**src/rtl/cpu_trace_recorder_if.sv**
```systemverilog
// rtl/cpu_trace_recorder_if.sv - capture, stream and status signals of the trace recorder
// The recorder takes the master side; the CPU/consumer side takes the slave side.
interface cpu_trace_recorder_if;
  logic        cap_en;
  logic [31:0] pc;
  logic [31:0] inst;
  logic [31:0] out_data;
  logic        out_valid;
  logic        out_ready;
  logic        out_last;
  logic [15:0] rec_count;
  logic [15:0] drop_count;
  logic        overflow;
  logic        done;

  modport master (
    input  cap_en, pc, inst, out_ready,
    output out_data, out_valid, out_last, rec_count, drop_count, overflow, done
  );

  modport slave (
    output cap_en, pc, inst, out_ready,
    input  out_data, out_valid, out_last, rec_count, drop_count, overflow, done
  );
endinterface

```
**src/rtl/cpu_trace_recorder.sv**
```systemverilog
// rtl/cpu_trace_recorder.sv - buffers (pc, inst) pairs in a FIFO and streams them as 32-bit words
// Each pair leaves as two words: pc first, then inst with out_last set.
module cpu_trace_recorder #(
  parameter int DEPTH       = 8,
  parameter int MAX_RECORDS = 153
) (
  input  logic                 clk_in,
  input  logic                 reset,
  cpu_trace_recorder_if.master bus
);

  localparam int          AW       = $clog2(DEPTH);
  localparam logic [AW:0] FULL_OCC = (AW+1)'(DEPTH);
  localparam logic [15:0] MAX_REC  = 16'(MAX_RECORDS);

  typedef enum logic [1:0] {
    IDLE,
    SEND_PC,
    SEND_INST
  } state_t;

  state_t state;
  state_t state_next;

  logic [31:0]   pc_mem   [DEPTH];
  logic [31:0]   inst_mem [DEPTH];
  logic [AW-1:0] wr_ptr;
  logic [AW-1:0] rd_ptr;
  logic [AW:0]   occ;
  logic [AW:0]   occ_next;
  logic [15:0]   rec_count;
  logic [15:0]   drop_count;
  logic          overflow;
  logic          done;
  logic          attempt;
  logic          accept;
  logic          drop;
  logic          pop;

  // A full FIFO still accepts when the head pair leaves on the same edge.
  assign pop     = (state == SEND_INST) && bus.out_ready;
  assign attempt = bus.cap_en && !done;
  assign accept  = attempt && ((occ != FULL_OCC) || pop);
  assign drop    = attempt && !accept;

  always_comb begin
    occ_next = occ;
    case ({accept, pop})
      2'b10:   occ_next = occ + (AW+1)'(1);
      2'b01:   occ_next = occ - (AW+1)'(1);
      default: occ_next = occ;
    endcase
  end

  always_ff @(posedge clk_in) begin
    if (accept) begin
      pc_mem[wr_ptr]   <= bus.pc;
      inst_mem[wr_ptr] <= bus.inst;
    end
  end

  always_ff @(posedge clk_in or negedge reset) begin
    if (!reset) begin
      wr_ptr     <= '0;
      rd_ptr     <= '0;
      occ        <= '0;
      rec_count  <= '0;
      drop_count <= '0;
      overflow   <= 1'b0;
      done       <= 1'b0;
    end else begin
      occ <= occ_next;
      if (accept) begin
        wr_ptr    <= wr_ptr + 1'b1;
        rec_count <= rec_count + 16'd1;
        if (rec_count + 16'd1 == MAX_REC) begin
          done <= 1'b1;
        end
      end
      if (pop) begin
        rd_ptr <= rd_ptr + 1'b1;
      end
      if (drop) begin
        overflow <= 1'b1;
        if (drop_count != 16'hFFFF) begin
          drop_count <= drop_count + 16'd1;
        end
      end
    end
  end

  always_ff @(posedge clk_in or negedge reset) begin
    if (!reset) begin
      state <= IDLE;
    end else begin
      state <= state_next;
    end
  end

  // Output words come straight from the head slot, which cannot move until the pop.
  always_comb begin
    state_next    = state;
    bus.out_valid = 1'b0;
    bus.out_last  = 1'b0;
    bus.out_data  = '0;
    case (state)
      IDLE: begin
        if (occ != '0) begin
          state_next = SEND_PC;
        end
      end
      SEND_PC: begin
        bus.out_valid = 1'b1;
        bus.out_data  = pc_mem[rd_ptr];
        if (bus.out_ready) begin
          state_next = SEND_INST;
        end
      end
      SEND_INST: begin
        bus.out_valid = 1'b1;
        bus.out_last  = 1'b1;
        bus.out_data  = inst_mem[rd_ptr];
        if (bus.out_ready) begin
          state_next = (occ_next != '0) ? SEND_PC : IDLE;
        end
      end
      default: state_next = IDLE;
    endcase
  end

  assign bus.rec_count  = rec_count;
  assign bus.drop_count = drop_count;
  assign bus.overflow   = overflow;
  assign bus.done       = done;

endmodule
```
**src/flat_wrapper.sv**
```systemverilog
// flat-port wrapper written by rule: the top's interface ports become plain ports
module cpu_trace_recorder_flat 
#(
  parameter int DEPTH       = 8,
  parameter int MAX_RECORDS = 153
)
  (clk_in, reset, bus_cap_en, bus_pc, bus_inst, bus_out_ready, bus_out_data, bus_out_valid, bus_out_last, bus_rec_count, bus_drop_count, bus_overflow, bus_done);
  cpu_trace_recorder_if bus_i ();
  input  logic clk_in;
  input  logic reset;
  input wire logic [$bits(bus_i.cap_en)-1:0] bus_cap_en;
  input wire logic [$bits(bus_i.pc)-1:0] bus_pc;
  input wire logic [$bits(bus_i.inst)-1:0] bus_inst;
  input wire logic [$bits(bus_i.out_ready)-1:0] bus_out_ready;
  output wire logic [$bits(bus_i.out_data)-1:0] bus_out_data;
  output wire logic [$bits(bus_i.out_valid)-1:0] bus_out_valid;
  output wire logic [$bits(bus_i.out_last)-1:0] bus_out_last;
  output wire logic [$bits(bus_i.rec_count)-1:0] bus_rec_count;
  output wire logic [$bits(bus_i.drop_count)-1:0] bus_drop_count;
  output wire logic [$bits(bus_i.overflow)-1:0] bus_overflow;
  output wire logic [$bits(bus_i.done)-1:0] bus_done;
  assign bus_i.cap_en = bus_cap_en;
  assign bus_i.pc = bus_pc;
  assign bus_i.inst = bus_inst;
  assign bus_i.out_ready = bus_out_ready;
  assign bus_out_data = bus_i.out_data;
  assign bus_out_valid = bus_i.out_valid;
  assign bus_out_last = bus_i.out_last;
  assign bus_rec_count = bus_i.rec_count;
  assign bus_drop_count = bus_i.drop_count;
  assign bus_overflow = bus_i.overflow;
  assign bus_done = bus_i.done;
  cpu_trace_recorder #(.DEPTH(DEPTH), .MAX_RECORDS(MAX_RECORDS)) u_core (.clk_in(clk_in), .reset(reset), .bus(bus_i));
endmodule
```
**config.mk**
```make
export PLATFORM = sky130hd
export DESIGN_NAME = cpu_trace_recorder_flat
export DESIGN_NICKNAME = d
export VERILOG_FILES = /design/src/rtl/cpu_trace_recorder_if.sv /design/src/rtl/cpu_trace_recorder.sv /design/src/flat_wrapper.sv
export SDC_FILE = /design/constraint.sdc
export NUM_CORES = 1
export LEC_CHECK = 0
export BUFFER_PORTS_ARGS = -buffer_cell sky130_fd_sc_hd__buf_4
export CORE_MARGIN = 2
export CORE_UTILIZATION = 33
export CTS_CLUSTER_SIZE = 24
export DETAILED_ROUTE_END_ITERATION = 8
export HOLD_SLACK_MARGIN = 0.02
export PLACE_DENSITY = 0.48
export SLEW_MARGIN = 10
export SYNTH_ARGS = -nofsm -noshare
export SYNTH_HDL_FRONTEND = slang
export SYNTH_SLANG_ARGS = --single-unit
```
**constraint.sdc**
```tcl
create_clock -name clk_in -period 12.4 [get_ports clk_in]
set_input_delay 2.48 -clock clk_in [delete_from_list [all_inputs] [get_ports clk_in]]
set_output_delay 2.48 -clock clk_in [all_outputs]
set_load 0.05 [all_outputs]
```
# After elaboration in Yosys (flattened, before gate mapping)

Memories as Yosys holds them, arrays and structs flattened.
Index checks and enable logic that the tools add are counted.

Mux-type cells: 11
Bitwise gates (word level): 0
Shift operators: 0
$lt $le $gt $ge: 0
$add $sub $neg: 6
Div/mod/pow operators: 0
Reductions and logical operators: 14
Equal/unequal tests: 10
$mul: 0

Operator list:

| cell                    | number |
|---|---|
| $pmux W32 S2            | 1 |
| $add A16 B1 Y16 const B | 2 |
| $eq A16 B8 Y1 const B   | 1 |
| $ne A16 B16 Y1 const B  | 1 |
| $pmux W4 S2             | 1 |
| $reduce_bool A4 Y1      | 2 |
| $add A3 B1 Y3 const B   | 2 |
| $mux W2                 | 3 |
| $pmux W2 S3             | 1 |
| $mux W1                 | 5 |
| $add A4 B1 Y4 const B   | 1 |
| $eq A2 B1 Y1 const B    | 2 |
| $eq A2 B2 Y1 const B    | 2 |
| $logic_and A1 B1 Y1     | 4 |
| $ne A2 B2 Y1 const B    | 2 |
| $ne A4 B4 Y1 const B    | 1 |
| $reduce_and A2 Y1       | 2 |
| $sub A4 B1 Y4 const B   | 1 |
| $reduce_and A3 Y1       | 1 |
| $logic_not A1 Y1        | 2 |
| $logic_not A2 Y1        | 1 |
| $ne A2 B1 Y1 const B    | 1 |
| $reduce_or A2 Y1        | 1 |
| $logic_or A1 B1 Y1      | 1 |

Bits in registers: 46
RAM bits: 512
Logic and storage cells: 51
Input bits: 68
Bits in latches: 0
Memories: 2
Memory bits (read-only): 0

Memories:

| name            | words | width | rd ports | clocked after Yosys merged registers in | write ports | line                     | text |
|---|---|---|---|---|---|---|---|
| u_core.inst_mem | 8     | 32    | 1        | 0                                       | 1           | cpu_trace_recorder.sv:26 | `logic [31:0] inst_mem [DEPTH];` |
| u_core.pc_mem   | 8     | 32    | 1        | 0                                       | 1           | cpu_trace_recorder.sv:25 | `logic [31:0] pc_mem [DEPTH];` |

# Depth between registers and ports, before layout

Word-level depth: 10
Mapped depth: 17
Depth with buffers taken out: 15

# Worst setup path before layout

OpenSTA, ideal clock, no wires.

Kind: in2reg
Start: in bus_out_ready
End: mem u_core.inst_mem[4][0] (enable)
Data arrival time: 9.817 ns
Data required time: 11.733 ns
Path buffers: 1
Stages: 6
Slack: 1.916 ns
Setup time: 0.667 ns
Path through: nand2_1 > nand3_1 > and2_1 > buf_2 > clkinv_1 > nor4b_1

Cells in the longest elaborated chain, start to end: 5

Ends and longest elaborated chain:

| item                          | line                     | text |
|---|---|---|
| start, declared               | flat_wrapper.sv:14       | `input wire logic [$bits(bus_i.out_ready)-1:0] bus_out_ready;` |
| $logic_and A1 B1 Y1           | cpu_trace_recorder.sv:41 | `assign pop = (state == SEND_INST) && bus.out_ready;` |
| $logic_or A1 B1 Y1            | cpu_trace_recorder.sv:43 | `assign accept = attempt && ((occ != FULL_OCC) \|\| pop);` |
| $logic_and A1 B1 Y1           | cpu_trace_recorder.sv:43 |  |
| $mux W1                       | cpu_trace_recorder.sv:56 | `if (accept) begin` |
| $mux W1 (implied by the code) | cpu_trace_recorder.sv:58 | `inst_mem[wr_ptr] <= bus.inst;` |
| end, declared                 | cpu_trace_recorder.sv:26 |  |

No other way between the ends.

# Worst setup path in the final report

Start: reg u_core.rd_ptr[0]
End: out bus_out_data[18]

Cells in the longest elaborated chain, start to end: 2
Elaborated cells between the ends (all ways): 3

Ends and longest elaborated chain:

| item                              | line                      | text |
|---|---|---|
| start, declared                   | cpu_trace_recorder.sv:28  | `logic [AW-1:0] rd_ptr;` |
| start signal, assigned            | cpu_trace_recorder.sv:81  | `rd_ptr <= rd_ptr + 1'b1;` |
| $mem_v2 Z8 W32 (on tied branches) | -                         |  |
| $pmux W32 S2 (*)                  | cpu_trace_recorder.sv:106 | `case (state)` |
| end, declared                     | flat_wrapper.sv:15        | `output wire logic [$bits(bus_i.out_data)-1:0] bus_out_data;` |

Mark *: on every way between the ends. The rest lies on a longest branch, timed or not.

==> results.md <==
- Overall routing resource usage: 14.84%
- Met1 wire length: 23,500 um
- Comb power frac: 32.0%
- H-Tree Depth: 2
- Core area: 66,800 um2
- Die Wd: 263.2 um
- Least-Margin Pin Slew: 1.039 ns
- Critical Path Sink Type: output pin
- Crit path required time: 9.92 ns
- Vias in the first global route: 11,257
- Dpl ws: 6.162 ns
- Max IR drop VDD: 0.1131 mV
- Via density: 4.939
- RR Endpoint: u_core.state[0]
- Switching Share: 32.93%
- Syn Nets: 1,145
- Post-route ant nets: 0
- Period utilisation layout: 54.23%
- Clock share of power: 27.5%
- Total grt overflow: 0
- Longest Clk Path Bufs: 3
- Final core occ: 39.10%
- Async SR Flop Fraction: 8.244%
- CP Capture Point: bus_out_data[18]
- Detailed placer's ending HPWL: 28,140 um
- Final #Nets: 1,311
- CP Launch Point: u_core.rd_ptr[0]
- Uppermost layer routed: met5
- Root buffer cell: clkbuf_16
- Routed vias: 10,619
- Die Height: 263.2 um
- P_leak: 8.643 nW
- Die area: 69,270 um2
- Ys flop type: edfxtp_1
- Port bufs: 135
- Setup TNS: 0 ns
- Ant diodes: 0
- Hold Vio Cnt, Final: 0
- Sw power: 2.054 mW
- CP Class: flip-flop to output pin
- Clock-pin slew of the registers on the worst-case setup and hold paths: 0.06 ns
- Outcome: finished clean
- Iteration-0 DRC Markers: 831
- FP Rows: 95
- Commonest cells after routing, fill and taps aside: edfxtp_1 (512), buf_4 (159), mux4_2 (128), mux2_2 (68), clkbuf_16 (59)
- Unique cell type count in the Yosys netlist: 50
- Max_slew headroom: 30.71%
- Global-route wire length before repair: 75,980 um
- P per Cell Area: 238.9 nW/um2
- Syn_area_per_cell: 20.84 um2
- F_max: 148.7 MHz
- TritonCTS buffer count: 59
- Most common cell after layout, fill and taps aside: edfxtp_1
- Synthesized flop and latch total: 558
- RSZ-0062 raised after global routing: no
- Class of the worst hold path: flip-flop to flip-flop
- Syn-to-layout area delta: 17.81%
- Routed met2 length: 23,880 um
- Share of layout cells above drive strength 1: 35.79%
- Post-CTS Resized: 0
- Mapped cell area: 22,170 um2
- Clock sinks: 558
- Slew Limit Fails: 0
- Startpoint class of the critical path: flip-flop
- Clk Latency, worst-skew pair: 0.63 ns
- Mapped Cells: 1,064
- CTS tree: yes
- Largest net degree at the start of global routing: 54
- Yosys warns: 0
- Total power: 6.238 mW
- Hold buffers post-CTS: 0
- Final setup vio count: 0
- Final Worst Setup Slack: 5.675 ns
- Arrival time of the worst setup path: 4.25 ns
- Post-synth EDFFs: 512
- Pint: 4.184 mW
- TritonRoute pass-1 iters: 5
- Max cap viols: 0
- Critical R2R Launch: u_core.state[0]
- CP max FO: 44
- # DRC: 0
- Tmin final: 6.725 ns
- Initial Utilization: 33.19%
- DR WL met3: 2655 um
- Worst Reg-to-Reg Cells: 15
- Clk_skew: 0.02416 ns
- R2R Setup Slk: 8.28 ns
- Antenna violations before repair: 3
- Sequential area share after synthesis: 74.55%
- Num ports: 136
- Gpl congestion: 0.7386
- Post-Route WL: 50,970 um
- Setup Buffers After CTS: 0
- Seq pwr share: 40.5%
- DR WL/cell: 23.71 um
==> worst max-delay path, stage by stage (launching register included) <==
cell	delay [ns]
dfrtp_4	0.73
buf_4	0.82
buf_4	0.60
mux4_2	0.56
mux2_2	0.32
a22oi_1	0.27
nor2b_1	0.08
buf_4	0.20
==> metal layers <==
metal	track usage, %	vias to the layer above
met5	0	-
li1	-	4703
met4	3.660	6
met1	20.70	5628
met3	3.302	61
met2	23.68	221
==> power groups by stage <==
stage	Sequential (mW)	Clock, mW	Combinational, mW
6_report	2.53	1.71	2.00
4_1_cts	2.53	1.76	2.05
5_1_grt	2.56	1.85	2.14
3_5_place_dp	2.57	0	2.05
2_1_floorplan	2.55	0	1.44
3_3_place_gp	2.56	0	2.05
==> flip-flops by register name (all words and copies together), names as in the netlist, 2 cells and up <==
| name | cells |
|---|---|
| u_core.rd_ptr | 3 |
| u_core.occ | 4 |
| u_core.inst_mem | 256 |
| u_core.pc_mem | 256 |
| u_core.bus.drop_count | 16 |
| u_core.state | 2 |
| u_core.wr_ptr | 3 |
| u_core.bus.rec_count | 16 |
==> synthesized netlist by cell type (all sizes together), types with 2 or more instances <==
cell / instances / area share [%]
o21ai: 8 / 0.18
buf: 30 / 0.77
nor2b: 34 / 0.96
nor2: 13 / 0.22
a22oi: 32 / 1.1
nand3b: 2 / 0.068
mux4: 128 / 13
or2: 2 / 0.056
and3: 3 / 0.085
nand2: 27 / 0.46
and2: 3 / 0.085
clkbuf: 24 / 0.42
dfrtp: 46 / 5.2
ha: 13 / 0.73
and4: 2 / 0.079
nand2b: 3 / 0.085
mux2: 68 / 3.5
nor3b: 3 / 0.10
nor3: 10 / 0.30
inv: 9 / 0.15
a41o: 2 / 0.090
a21oi: 6 / 0.14
nor4b: 3 / 0.12
edfxtp: 512 / 69
xnor2: 27 / 1.1
xor2: 12 / 0.47
nor4: 4 / 0.18
nand3: 16 / 0.38
nand4: 10 / 0.28
==> area by class of cell <==
cell class	instances	area, um2
Inverter	10	37.54
Clock buffer	73	1529
Tap cell	873	1092
Timing Repair Buffer	159	1194
Clock inverter	35	334.1
Sequential cell	558	16540
Multi-Input combinational cell	442	5393
Fill cell	6096	40690
==> stage by stage <==
step / cell area (um2) / instances / hold slack [ns]
detailed placement: 24250 / 2042 / 0.4562
CTS: 26120 / 2150 / 0.4711
global placement: 24250 / 2042 / 0.4525
floorplan: 22170 / 1064 / 0.4903
global route: 26120 / 2150 / 0.5228
finish: 26120 / 2150 / 0.4654
==> kinds of logic after synthesis <==
family | Yosys count | share of synthesized area [%]
DFF | 558 | 74.55
muxes | 196 | 16.46
and+or+nand+nor | 138 | 3.578
buffers and inverters | 64 | 1.355
AOI/OAI and AO/OA | 56 | 1.789
xor gates and xnor gates | 39 | 1.541
adders and majority gates | 13 | 0.7337
==> worst min path at each step <==
stage	startpoint	end	slack, ns	cells after the start
after floorplan	u_core.occ[3]	u_core.occ[3]	0.49	1
after global placement	u_core.bus.overflow	u_core.bus.overflow	0.45	1
after detailed placement	u_core.bus.overflow	u_core.bus.overflow	0.46	1
after CTS	u_core.bus.overflow	u_core.bus.overflow	0.47	1
after global routing	u_core.bus.drop_count[10]	u_core.bus.drop_count[10]	0.52	1
final	u_core.bus.overflow	u_core.bus.overflow	0.47	1
No activity file was read; power rests on OpenSTA's default activity.
